===== config.mk =====
export PLATFORM = sky130hd
export DESIGN_NAME = ad9516_cfg_sequencer_flat
export DESIGN_NICKNAME = d
export VERILOG_FILES = /design/src/rtl/ad9516_pkg.sv /design/src/rtl/ad9516_cfg_sequencer_if.sv /design/src/rtl/ad9516_status_sync.sv /design/src/rtl/ad9516_cfg_sequencer.sv /design/src/flat_wrapper.sv
export SDC_FILE = /design/constraint.sdc
export NUM_CORES = 1
export LEC_CHECK = 0
export CAP_MARGIN = 20
export CORE_MARGIN = 1.5
export CORE_UTILIZATION = 35
export CTS_CLUSTER_DIAMETER = 30
export DETAILED_ROUTE_END_ITERATION = 12
export PLACE_DENSITY_LB_ADDON = 0.12
export SYNTH_ARGS = -nofsm -noshare
export SYNTH_HDL_FRONTEND = slang
export SYNTH_SLANG_ARGS = --single-unit

===== constraint.sdc =====
create_clock -name sys_clk_i -period 2.7 [get_ports sys_clk_i]
set_input_delay 0.54 -clock sys_clk_i [delete_from_list [all_inputs] [get_ports sys_clk_i]]
set_output_delay 0.54 -clock sys_clk_i [all_outputs]
set_load 0.05 [all_outputs]

===== src/rtl/ad9516_pkg.sv =====
// Shared state encoding, default timing parameters and counter sizing helper
// for the AD9516 configuration sequencer.
package ad9516_pkg;

  typedef enum logic [2:0] {
    ST_IDLE      = 3'd0,
    ST_PWR_WAIT  = 3'd1,
    ST_CFG1      = 3'd2,
    ST_CFG2      = 3'd3,
    ST_LOCK_WAIT = 3'd4,
    ST_DONE      = 3'd5,
    ST_ERR       = 3'd6
  } state_e;

  localparam int DEF_POWERUP_DLY  = 1000;
  localparam int DEF_BUSY_TIMEOUT = 65535;
  localparam int DEF_LOCK_STABLE  = 256;
  localparam int DEF_LOCK_TIMEOUT = 1000000;
  localparam int DEF_MAX_RETRY    = 3;
  localparam int DEF_AUTO_RELOCK  = 1;

  // Cycles after a start pulse during which a writer's busy is not trusted.
  localparam int BUSY_IGNORE = 2;

  function automatic int cnt_w(input int max_val);
    return (max_val < 2) ? 1 : $clog2(max_val + 1);
  endfunction

endpackage


===== src/rtl/ad9516_cfg_sequencer_if.sv =====
// Start/busy handshake between the sequencer and the two AD9516 SPI writers.
// start is a one-cycle request; the writer raises busy within two cycles and
// keeps it high until its write completes; busy low afterwards means done.
interface ad9516_cfg_sequencer_if;
  logic ad9516_1_start_o;
  logic ad9516_2_start_o;
  logic ad9516_1_busy_i;
  logic ad9516_2_busy_i;

  modport master (
    output ad9516_1_start_o,
    output ad9516_2_start_o,
    input  ad9516_1_busy_i,
    input  ad9516_2_busy_i
  );

  modport slave (
    input  ad9516_1_start_o,
    input  ad9516_2_start_o,
    output ad9516_1_busy_i,
    output ad9516_2_busy_i
  );
endinterface


===== src/rtl/ad9516_status_sync.sv =====
// Two-flop synchroniser for an asynchronous AD9516 PLL STATUS pin.
module ad9516_status_sync (
  input  logic clk_i,
  input  logic rst_n_i,
  input  logic async_i,
  output logic sync_o
);
  logic r_meta;
  logic r_sync;

  always_ff @(posedge clk_i) begin
    if (!rst_n_i) begin
      r_meta <= 1'b0;
      r_sync <= 1'b0;
    end else begin
      r_meta <= async_i;
      r_sync <= r_meta;
    end
  end

  assign sync_o = r_sync;
endmodule


===== src/rtl/ad9516_cfg_sequencer.sv =====
// Power-up wait, ordered SPI configuration of two AD9516 devices, PLL lock
// qualification with retries, and lock-loss supervision.
module ad9516_cfg_sequencer
  import ad9516_pkg::*;
#(
  parameter int POWERUP_DLY  = DEF_POWERUP_DLY,
  parameter int BUSY_TIMEOUT = DEF_BUSY_TIMEOUT,
  parameter int LOCK_STABLE  = DEF_LOCK_STABLE,
  parameter int LOCK_TIMEOUT = DEF_LOCK_TIMEOUT,
  parameter int MAX_RETRY    = DEF_MAX_RETRY,
  parameter int AUTO_RELOCK  = DEF_AUTO_RELOCK
) (
  input  logic                          sys_clk_i,
  input  logic                          rst_n_i,
  input  logic                          cfg_req_i,
  input  logic                          ad9516_1_status_i,
  input  logic                          ad9516_2_status_i,
  ad9516_cfg_sequencer_if.master        spi,
  output logic                          cfg_done_o,
  output logic                          cfg_err_o,
  output logic                          lock_lost_o,
  output logic [1:0]                    retry_cnt_o,
  output logic [2:0]                    state_o
);

  localparam int PWR_W  = cnt_w(POWERUP_DLY);
  localparam int BUSY_W = cnt_w((BUSY_TIMEOUT > BUSY_IGNORE + 1) ? BUSY_TIMEOUT : BUSY_IGNORE + 1);
  localparam int STAB_W = cnt_w(LOCK_STABLE);
  localparam int LOCK_W = cnt_w(LOCK_TIMEOUT);

  localparam logic [PWR_W-1:0]  PWR_LAST  = PWR_W'(POWERUP_DLY - 1);
  localparam logic [BUSY_W-1:0] BUSY_LIM  = BUSY_W'(BUSY_TIMEOUT);
  localparam logic [BUSY_W-1:0] BUSY_IGN  = BUSY_W'(BUSY_IGNORE);
  localparam logic [STAB_W-1:0] STAB_LAST = STAB_W'(LOCK_STABLE - 1);
  localparam logic [LOCK_W-1:0] LOCK_LAST = LOCK_W'(LOCK_TIMEOUT - 1);
  localparam logic [1:0]        RETRY_MAX = 2'(MAX_RETRY);

  state_e              r_state;
  logic [PWR_W-1:0]    r_pwr_cnt;
  logic [BUSY_W-1:0]   r_busy_cnt;
  logic [STAB_W-1:0]   r_stable_cnt;
  logic [LOCK_W-1:0]   r_lock_cnt;
  logic                r_boot;
  logic                r_start1;
  logic                r_start2;
  logic                r_done;
  logic                r_err;
  logic                r_lost;
  logic [1:0]          r_retry;

  logic w_stat1;
  logic w_stat2;
  logic w_locked;
  logic w_in_cfg;
  logic w_busy_cur;
  logic w_cfg_go;
  logic w_cfg_fail;
  logic w_lock_ok;
  logic w_lock_fail;
  logic w_fail;

  ad9516_status_sync u_sync1 (
    .clk_i   (sys_clk_i),
    .rst_n_i (rst_n_i),
    .async_i (ad9516_1_status_i),
    .sync_o  (w_stat1)
  );

  ad9516_status_sync u_sync2 (
    .clk_i   (sys_clk_i),
    .rst_n_i (rst_n_i),
    .async_i (ad9516_2_status_i),
    .sync_o  (w_stat2)
  );

  assign w_locked    = w_stat1 & w_stat2;
  assign w_in_cfg    = (r_state == ST_CFG1) || (r_state == ST_CFG2);
  assign w_busy_cur  = (r_state == ST_CFG1) ? spi.ad9516_1_busy_i : spi.ad9516_2_busy_i;
  // r_busy_cnt is the number of cycles since the start pulse in this CFG state.
  assign w_cfg_go    = (r_busy_cnt > BUSY_IGN) && !w_busy_cur;
  assign w_cfg_fail  = !w_cfg_go && (r_busy_cnt >= BUSY_LIM);
  assign w_lock_ok   = w_locked && (r_stable_cnt == STAB_LAST);
  assign w_lock_fail = !w_lock_ok && (r_lock_cnt == LOCK_LAST);
  assign w_fail      = (w_in_cfg && w_cfg_fail) || ((r_state == ST_LOCK_WAIT) && w_lock_fail);

  always_ff @(posedge sys_clk_i) begin
    if (!rst_n_i) begin
      r_state      <= ST_IDLE;
      r_boot       <= 1'b1;
      r_pwr_cnt    <= '0;
      r_busy_cnt   <= '0;
      r_stable_cnt <= '0;
      r_lock_cnt   <= '0;
      r_start1     <= 1'b0;
      r_start2     <= 1'b0;
      r_done       <= 1'b0;
      r_err        <= 1'b0;
      r_lost       <= 1'b0;
      r_retry      <= 2'd0;
    end else begin
      r_start1 <= 1'b0;
      r_start2 <= 1'b0;
      if (w_fail) begin
        if (r_retry < RETRY_MAX) begin
          r_retry   <= r_retry + 2'd1;
          r_state   <= ST_PWR_WAIT;
          r_pwr_cnt <= '0;
        end else begin
          r_state <= ST_ERR;
          r_err   <= 1'b1;
        end
      end else begin
        case (r_state)
          ST_IDLE: begin
            if (r_boot || cfg_req_i) begin
              r_boot    <= 1'b0;
              r_state   <= ST_PWR_WAIT;
              r_pwr_cnt <= '0;
            end
          end
          ST_PWR_WAIT: begin
            if (r_pwr_cnt == PWR_LAST) begin
              r_state    <= ST_CFG1;
              r_start1   <= 1'b1;
              r_busy_cnt <= '0;
            end else begin
              r_pwr_cnt <= r_pwr_cnt + PWR_W'(1);
            end
          end
          ST_CFG1, ST_CFG2: begin
            if (w_cfg_go) begin
              r_busy_cnt <= '0;
              if (r_state == ST_CFG1) begin
                r_state  <= ST_CFG2;
                r_start2 <= 1'b1;
              end else begin
                r_state      <= ST_LOCK_WAIT;
                r_stable_cnt <= '0;
                r_lock_cnt   <= '0;
              end
            end else begin
              r_busy_cnt <= r_busy_cnt + BUSY_W'(1);
            end
          end
          ST_LOCK_WAIT: begin
            if (w_lock_ok) begin
              r_state <= ST_DONE;
              r_done  <= 1'b1;
            end else begin
              r_lock_cnt   <= r_lock_cnt + LOCK_W'(1);
              r_stable_cnt <= w_locked ? r_stable_cnt + STAB_W'(1) : '0;
            end
          end
          ST_DONE: begin
            // A request in the same cycle as a lock drop wins and leaves lock_lost clear.
            if (cfg_req_i) begin
              r_state   <= ST_PWR_WAIT;
              r_pwr_cnt <= '0;
              r_done    <= 1'b0;
              r_err     <= 1'b0;
              r_lost    <= 1'b0;
              r_retry   <= 2'd0;
            end else if (!w_locked && ((AUTO_RELOCK != 0) || r_done)) begin
              r_lost <= 1'b1;
              r_done <= 1'b0;
              if (AUTO_RELOCK != 0) begin
                r_retry   <= 2'd0;
                r_state   <= ST_PWR_WAIT;
                r_pwr_cnt <= '0;
              end
            end
          end
          ST_ERR: begin
            if (cfg_req_i) begin
              r_state   <= ST_PWR_WAIT;
              r_pwr_cnt <= '0;
              r_err     <= 1'b0;
              r_lost    <= 1'b0;
              r_retry   <= 2'd0;
            end
          end
          default: begin
            r_state <= ST_IDLE;
            r_done  <= 1'b0;
          end
        endcase
      end
    end
  end

  assign spi.ad9516_1_start_o = r_start1;
  assign spi.ad9516_2_start_o = r_start2;
  assign cfg_done_o           = r_done;
  assign cfg_err_o            = r_err;
  assign lock_lost_o          = r_lost;
  assign retry_cnt_o          = r_retry;
  assign state_o              = r_state;

endmodule


===== src/flat_wrapper.sv =====
// flat-port wrapper written by rule: the top's interface ports become plain ports
module ad9516_cfg_sequencer_flat import ad9516_pkg::*;
#(
  parameter int POWERUP_DLY  = DEF_POWERUP_DLY,
  parameter int BUSY_TIMEOUT = DEF_BUSY_TIMEOUT,
  parameter int LOCK_STABLE  = DEF_LOCK_STABLE,
  parameter int LOCK_TIMEOUT = DEF_LOCK_TIMEOUT,
  parameter int MAX_RETRY    = DEF_MAX_RETRY,
  parameter int AUTO_RELOCK  = DEF_AUTO_RELOCK
)
  (sys_clk_i, rst_n_i, cfg_req_i, ad9516_1_status_i, ad9516_2_status_i, cfg_done_o, cfg_err_o, lock_lost_o, retry_cnt_o, state_o, spi_ad9516_1_start_o, spi_ad9516_2_start_o, spi_ad9516_1_busy_i, spi_ad9516_2_busy_i);
  ad9516_cfg_sequencer_if spi_i ();
  input  logic sys_clk_i;
  input  logic rst_n_i;
  input  logic cfg_req_i;
  input  logic ad9516_1_status_i;
  input  logic ad9516_2_status_i;
  output logic cfg_done_o;
  output logic cfg_err_o;
  output logic lock_lost_o;
  output logic [1:0] retry_cnt_o;
  output logic [2:0] state_o;
  output wire logic [$bits(spi_i.ad9516_1_start_o)-1:0] spi_ad9516_1_start_o;
  output wire logic [$bits(spi_i.ad9516_2_start_o)-1:0] spi_ad9516_2_start_o;
  input wire logic [$bits(spi_i.ad9516_1_busy_i)-1:0] spi_ad9516_1_busy_i;
  input wire logic [$bits(spi_i.ad9516_2_busy_i)-1:0] spi_ad9516_2_busy_i;
  assign spi_ad9516_1_start_o = spi_i.ad9516_1_start_o;
  assign spi_ad9516_2_start_o = spi_i.ad9516_2_start_o;
  assign spi_i.ad9516_1_busy_i = spi_ad9516_1_busy_i;
  assign spi_i.ad9516_2_busy_i = spi_ad9516_2_busy_i;
  ad9516_cfg_sequencer #(.POWERUP_DLY(POWERUP_DLY), .BUSY_TIMEOUT(BUSY_TIMEOUT), .LOCK_STABLE(LOCK_STABLE), .LOCK_TIMEOUT(LOCK_TIMEOUT), .MAX_RETRY(MAX_RETRY), .AUTO_RELOCK(AUTO_RELOCK)) u_core (.sys_clk_i(sys_clk_i), .rst_n_i(rst_n_i), .cfg_req_i(cfg_req_i), .ad9516_1_status_i(ad9516_1_status_i), .ad9516_2_status_i(ad9516_2_status_i), .spi(spi_i), .cfg_done_o(cfg_done_o), .cfg_err_o(cfg_err_o), .lock_lost_o(lock_lost_o), .retry_cnt_o(retry_cnt_o), .state_o(state_o));
endmodule

=== Word-level counts from Yosys, hierarchy flattened ===
Cells that the tools add are included.

* Flip-flop bits (word level): 70
* Input port bits: 7
* Output and inout port bits: 10
* Word-level logic and storage cells: 141

* $add $sub $neg: 5
* Order comparisons: 3
* Equality and inequality tests: 25
* Muxes and demuxes: 51
* Bitwise operators: 7
* Reduce and logical (&&, ||, !) cells: 34

{| class="wikitable"
|+ Operators with widths
! cell !! count
|-
| $mux W10 || 7
|-
| $mux W20 || 3
|-
| $pmux W10 S4 || 1
|-
| $pmux W20 S2 || 1
|-
| $mux W9 || 4
|-
| $mux W16 || 2
|-
| $pmux W16 S2 || 1
|-
| $mux W3 || 10
|-
| $add A20 B1 Y20 const B || 1
|-
| $eq A20 B20 Y1 const B || 1
|-
| $pmux W3 S6 || 1
|-
| $pmux W9 S2 || 1
|-
| $add A16 B1 Y16 const B || 1
|-
| $ge A16 B16 Y1 const B || 1
|-
| $gt A16 B2 Y1 const B || 1
|-
| $mux W1 || 12
|-
| $ne A3 B1 Y1 const B || 4
|-
| $reduce_and A4 Y1 || 3
|-
| $reduce_and A6 Y1 || 2
|-
| $add A10 B1 Y10 const B || 1
|-
| $eq A10 B10 Y1 const B || 1
|-
| $mux W2 || 5
|-
| $ne A2 B2 Y1 const B || 5
|-
| $reduce_bool A2 Y1 || 5
|-
| 28 further kinds || 51
|}

=== Depth between registers and ports, before layout ===
* Depth in word-level cells: 10
* Depth in mapped cells: 13
* Gate-level depth less buffers: 11

=== Modules after synthesis ===
A second synthesis with hierarchy kept.

* Cells, all modules: 468
* Area, all modules: 3876.2 µm²

{| class="wikitable"
|+ Modules (own cells, without submodules)
! module !! times used !! cells an instance !! area an instance (µm²) !! seq. area each (µm²)
|-
| ad9516_cfg_sequencer || 1 || 460 || 3771.1 || 1321.3
|-
| ad9516_status_sync || 2 || 4 || 52.6 || 40.0
|}

=== Least setup slack after synthesis ===
No wires, ideal clock.

* Path kind: flip-flop to flip-flop
* Start point: register u_core.r_stable_cnt[0]
* End point: register u_core.r_stable_cnt[5]
* Setup time: 0.070 ns
* Data arrival time: 2.620 ns
* Required time: 2.630 ns
* Slack: 0.010 ns
* Cell stages (with the launch flop): 12
* Buffers on the path: 0
* Clock period less this slack: 2.690 ns
* Path through: dfxtp_1 -> ha_1 -> and3_1 -> and3_1 -> and3_1 -> ha_1 -> nand3_1 -> nand3_1 -> o2bb2ai_1 -> a21o_4 -> or4b_2 -> a21oi_1

* Word-level cells in the longest chain between the ends: 8
* Elaborated cells between the ends (all ways): 13
* Classes of those cells: 1 x add/sub; 2 x eq/ne; 3 x mux; 1 x bitwise; 6 x reduce/logical

{| class="wikitable"
|+ Ends and longest elaborated chain
! element !! RTL line !! text
|-
| start, declared || ad9516_cfg_sequencer.sv:41 || <nowiki>logic [STAB_W-1:0] r_stable_cnt;</nowiki>
|-
| start signal, assigned || ad9516_cfg_sequencer.sv:151 || <nowiki>r_stable_cnt <= w_locked ? r_stable_cnt + STAB_W'(1) : '0;</nowiki>
|-
| parallel branches: the longest is 8 deep, another holds $add A9 B1 Y9 || -- ||
|}

Several ways; the timed one is not identified. The select of a mux whose other input is x is not followed.
A chain may end at the register's enable or synchronous reset.

=== Final worst setup path ===
* Start point: register u_core.r_stable_cnt[0]
* End point: register u_core.r_lock_cnt[18]

* Word-level cells in the longest chain between the ends: 8
* Elaborated cells between the ends (all ways): 9
* Classes of those cells: 2 x eq/ne; 1 x bitwise; 6 x reduce/logical

{| class="wikitable"
|+ Ends and longest elaborated chain
! element !! RTL line !! text
|-
| $eq A9 B8 Y1 (*) || ad9516_cfg_sequencer.sv:82 || <nowiki>assign w_lock_ok = w_locked && (r_stable_cnt == STAB_LAST);</nowiki>
|-
| $logic_and A1 B1 Y1 (*) || ad9516_cfg_sequencer.sv:82 ||
|-
| $logic_not A1 Y1 || ad9516_cfg_sequencer.sv:83 || <nowiki>assign w_lock_fail = !w_lock_ok && (r_lock_cnt == LOCK_LAST);</nowiki>
|-
| $logic_and A1 B1 Y1 || ad9516_cfg_sequencer.sv:83 ||
|-
| $logic_and A1 B1 Y1 || ad9516_cfg_sequencer.sv:84 || <nowiki>assign w_fail = (w_in_cfg && w_cfg_fail) || ((r_state == ST_LOCK_WAIT) && w_lock_fail);</nowiki>
|-
| $logic_or A1 B1 Y1 || ad9516_cfg_sequencer.sv:84 ||
|-
| $not A1 Y1 (no line) || -- ||
|-
| $reduce_and A5 Y1 (no line) (*) || -- ||
|-
| end signal, assigned || ad9516_cfg_sequencer.sv:150 || <nowiki>r_lock_cnt <= r_lock_cnt + LOCK_W'(1);</nowiki>
|-
| end, declared || ad9516_cfg_sequencer.sv:42 || <nowiki>logic [LOCK_W-1:0] r_lock_cnt;</nowiki>
|}

Mark *: on every way between the ends. The rest lies on a longest branch, timed or not.

==> results.py <==
metrics = {
    "timing": {
        "grt_setup_unrepaired": "no",
        "achievable-frequency_mhz": 383,
        "worst_clock_skew_ps": 11.1,
        "setup-violations-final": 0,
        "hold_violations": 0,
        "worstMarginPinSlew_ps": 700,
        "relative_slew_slack": 0.533,
        "report.final.slew_viol_count": 0,
        "finalWorstPathRequiredPeriod_ps": 2610,
        "fin_worst_setup_slack_ps": 91.5,
        "min_period_over_period": 0.966,
    },
    "die": {
        "die_h_um": 107,
        "die_area_um2": 11500,
        "std_cell_rows": 37,
        "initial_utilization": 0.365,
        "core-area_um2": 10500,
        "die_x_um": 107,
        "count_of_boundary_i_o_pins": 17,
    },
    "clock_tree": {
        "cts_tree": "done",
        "insertion_delay_ps": 360,
        "clkSinkCount": 70,
        "clk_pin_slew_worst_paths_ps": 90,
        "ctsRootBufferMaster": "clkbuf_8",
        "cts-buffers-inserted": 9,
        "cts_htree_levels": 3,
        "cts_hold_buffers": 0,
        "cts-root-to-sink-buffers": 2,
    },
    "yosys": {
        "syn_area_per_cell_um2": 8.23,
        "synthesis_stage_register_bit_count": 70,
        "postSynthCellCount": 464,
        "yosys_warnings": 0,
        "share_of_the_synthesized_area_in_the_top_cell_type": 0.367,
        "synth.cells.most_frequent": "70 x dfxtp_1, 44 x nand2_1, 36 x a21oi_1",
        "mappedNetlistArea_um2": 3820,
        "asyncSetResetFlopFracSynth": 0,
        "synth-seq-area-share": 0.367,
        "synth_edf_count": 0,
        "synth_top_cells_by_area": "dfxtp_1 37%, a21oi_1 4.7%, o21ai_0 4.5%",
        "synth_flop_cell": "dfxtp_1",
        "synth_largest_area_cell": "dfxtp_1",
        "netlist-cell-type-count": 69,
        "synth_fp_nets": 478,
        "yosysMostFrequentCell": "dfxtp_1",
    },
    "global_route": {
        "track_usage": 0.170,
        "grt_antenna_before_repair": 0,
        "via_count_of_the_first_global_routing_pass": 3305,
        "grt_remaining_overflow": 0,
        "global_route_wire_length_before_repair_mm": 15.8,
        "largest_net_degree_at_the_start_of_global_routing": 23,
    },
    "setup_path": {
        "category_of_the_most_critical_setup_path": "flop to flop",
        "start_kind": "flop",
        "worst-endpoint-required_ps": 2980,
        "setup.worst_path.end_class": "flop",
        "path_max_fanout": 7,
        "cp_data_arrival_time_ps": 2890,
    },
    "pwr": {
        "p_leak_nw": 1.61,
        "power-per-cell-area_nw_per_um2": 724,
        "p_total_w": 0.00342,
        "ir_worst_vdd_mv": 0.363,
    },
    "routing": {
        "detail_route.wl_per_cell_um": 14.2,
        "dr_total_vias": 3533,
        "drt_first_iter_violations": 113,
        "route.final.wire_length_mm": 9.17,
        "remaining_drc_errors": 0,
        "route.detailed.vias_per_inst": 5.47,
        "firstDrtPassIters": 4,
        "final_antenna_net_count": 0,
    },
    "finish": {
        "layout-area-overhead-vs-synth_pct": 23.6,
        "num-nets-final": 519,
        "diodes": 0,
        "layout-drive-gt1-share": 0.178,
    },
    "run_status": {
        "status": "complete, no violations",
    },
    "placement": {
        "buffer_ports.inserted": 16,
        "finalWeightedCongestion": 0.803,
        "dpl.hpwl_mm": 6.09,
        "detailedPlace.worstSlack_ps": -51.9,
    },
    "min_path": {
        "hold_path_class": "flop to flop",
    },
    "flow_run": {
        "max_cap_violations": 0,
    },
}
cell type report:
class	count	area [um2]
Clock buffer	9	124
Multi-Input combinational cell	353	2330
Sequential cell	70	1400
Clock inverter	7	97.6
Inverter	19	71.3
Fill cell	1098	5740
Timing Repair Buffer	52	523
Tap cell	136	170
registers in the layout (all words and copies together) (netlist names), 2 cells and up:
register	count
u_core.r_lock_cnt	20
u_core.r_busy_cnt	16
u_core.r_pwr_cnt	10
u_core.r_stable_cnt	9
u_core.state_o	3
u_core.retry_cnt_o	2
critical path, stage by stage (launching register included):
cell and delay [ps]:
dfxtp_2 330, ha_2 170, and3_4 170, and3_1 190
and3_4 180, ha_2 180, nand3_4 70, nand3_4 100
o2bb2ai_4 160, a21o_4 240, buf_4 140, or4_1 490
a21oi_1 120
placed cells by master, fill, tap and decap left out, types with 3 or more instances in the layout:
| master | instances |
|---|---|
| or4_4 | 3 |
| o21ai_0 | 34 |
| or4_1 | 12 |
| ha_1 | 5 |
| and2_1 | 5 |
| buf_12 | 4 |
| clkdlybuf4s50_1 | 16 |
| nand4_1 | 5 |
| nand3_1 | 26 |
| nor2_1 | 33 |
| nor2b_1 | 5 |
| nand3b_1 | 3 |
| nor3_1 | 7 |
| o31ai_1 | 9 |
| nand2_1 | 44 |
| inv_1 | 19 |
| or2_2 | 4 |
| and4_1 | 3 |
| dfxtp_1 | 69 |
| clkbuf_8 | 9 |
| a21oi_2 | 3 |
| a31oi_1 | 10 |
| nand2b_1 | 4 |
| buf_4 | 28 |
| nor4_1 | 3 |
| xnor2_1 | 7 |
| o211ai_1 | 4 |
| or3_1 | 21 |
| a21oi_1 | 33 |
| mux2i_1 | 7 |
| and3_1 | 7 |
power by group:
part,switching (W),leakage (nW),total [W],internal [W]
clock network,0.000437,0.106,0.000960,0.000523
registers,0.0000331,0.566,0.00112,0.00108
logic,0.000798,0.940,0.00134,0.000541
metal layers:
| layer | vias to the layer above | global-route usage | share of wire |
|---|---|---|---|
| met3 | 15 | 0.0406 | 0.029 |
| met4 | 0 | 0.0564 | 0.019 |
| met5 | - | 0 | 0 |
| met2 | 49 | 0.270 | 0.45 |
| met1 | 1669 | 0.227 | 0.50 |
| li1 | 1800 | - | - |
path summary, 6_finish.rpt:
path	end	slack (ps)	depth (start not counted)	startpoint
max	u_core.r_lock_cnt[18]	90	12	u_core.r_stable_cnt[0]
min	u_core.u_sync1.sync_o	450	1	u_core.u_sync1.r_meta
max reg2reg	u_core.r_lock_cnt[18]	90	12	u_core.r_stable_cnt[0]
min reg2reg	u_core.u_sync1.sync_o	450	1	u_core.u_sync1.r_meta
what timing repair did:
action,4_1_cts,5_1_grt
resized for setup,5,26
setup endpoints to repair,10,41
pin swaps,1,4
cloned,1,3
buffers inserted,1,4
metrics by stage:
stage / util / setup TNS [ps] / cell area [um2] / hold slack (ps) / instances
after floorplan: - / 0 / 3820 / 412 / 464
after global placement: 0.405 / 0 / 4240 / 429 / 621
after detailed placement: 0.405 / -171 / 4240 / 431 / 621
after CTS: 0.431 / 0 / 4510 / 453 / 639
after global routing: 0.451 / 0 / 4720 / 474 / 646
final: 0.451 / 0 / 4720 / 449 / 646
logic make-up after synthesis:
family,count (synthesis),share of synthesized area
simple gates,203,0.292
fa+ha+maj,7,0.0229
mux,9,0.0249
flops,70,0.367
buf+inv,42,0.0564
compound gates,125,0.219
xor+xnor,8,0.0184
(Power assumes the default switching activity.)
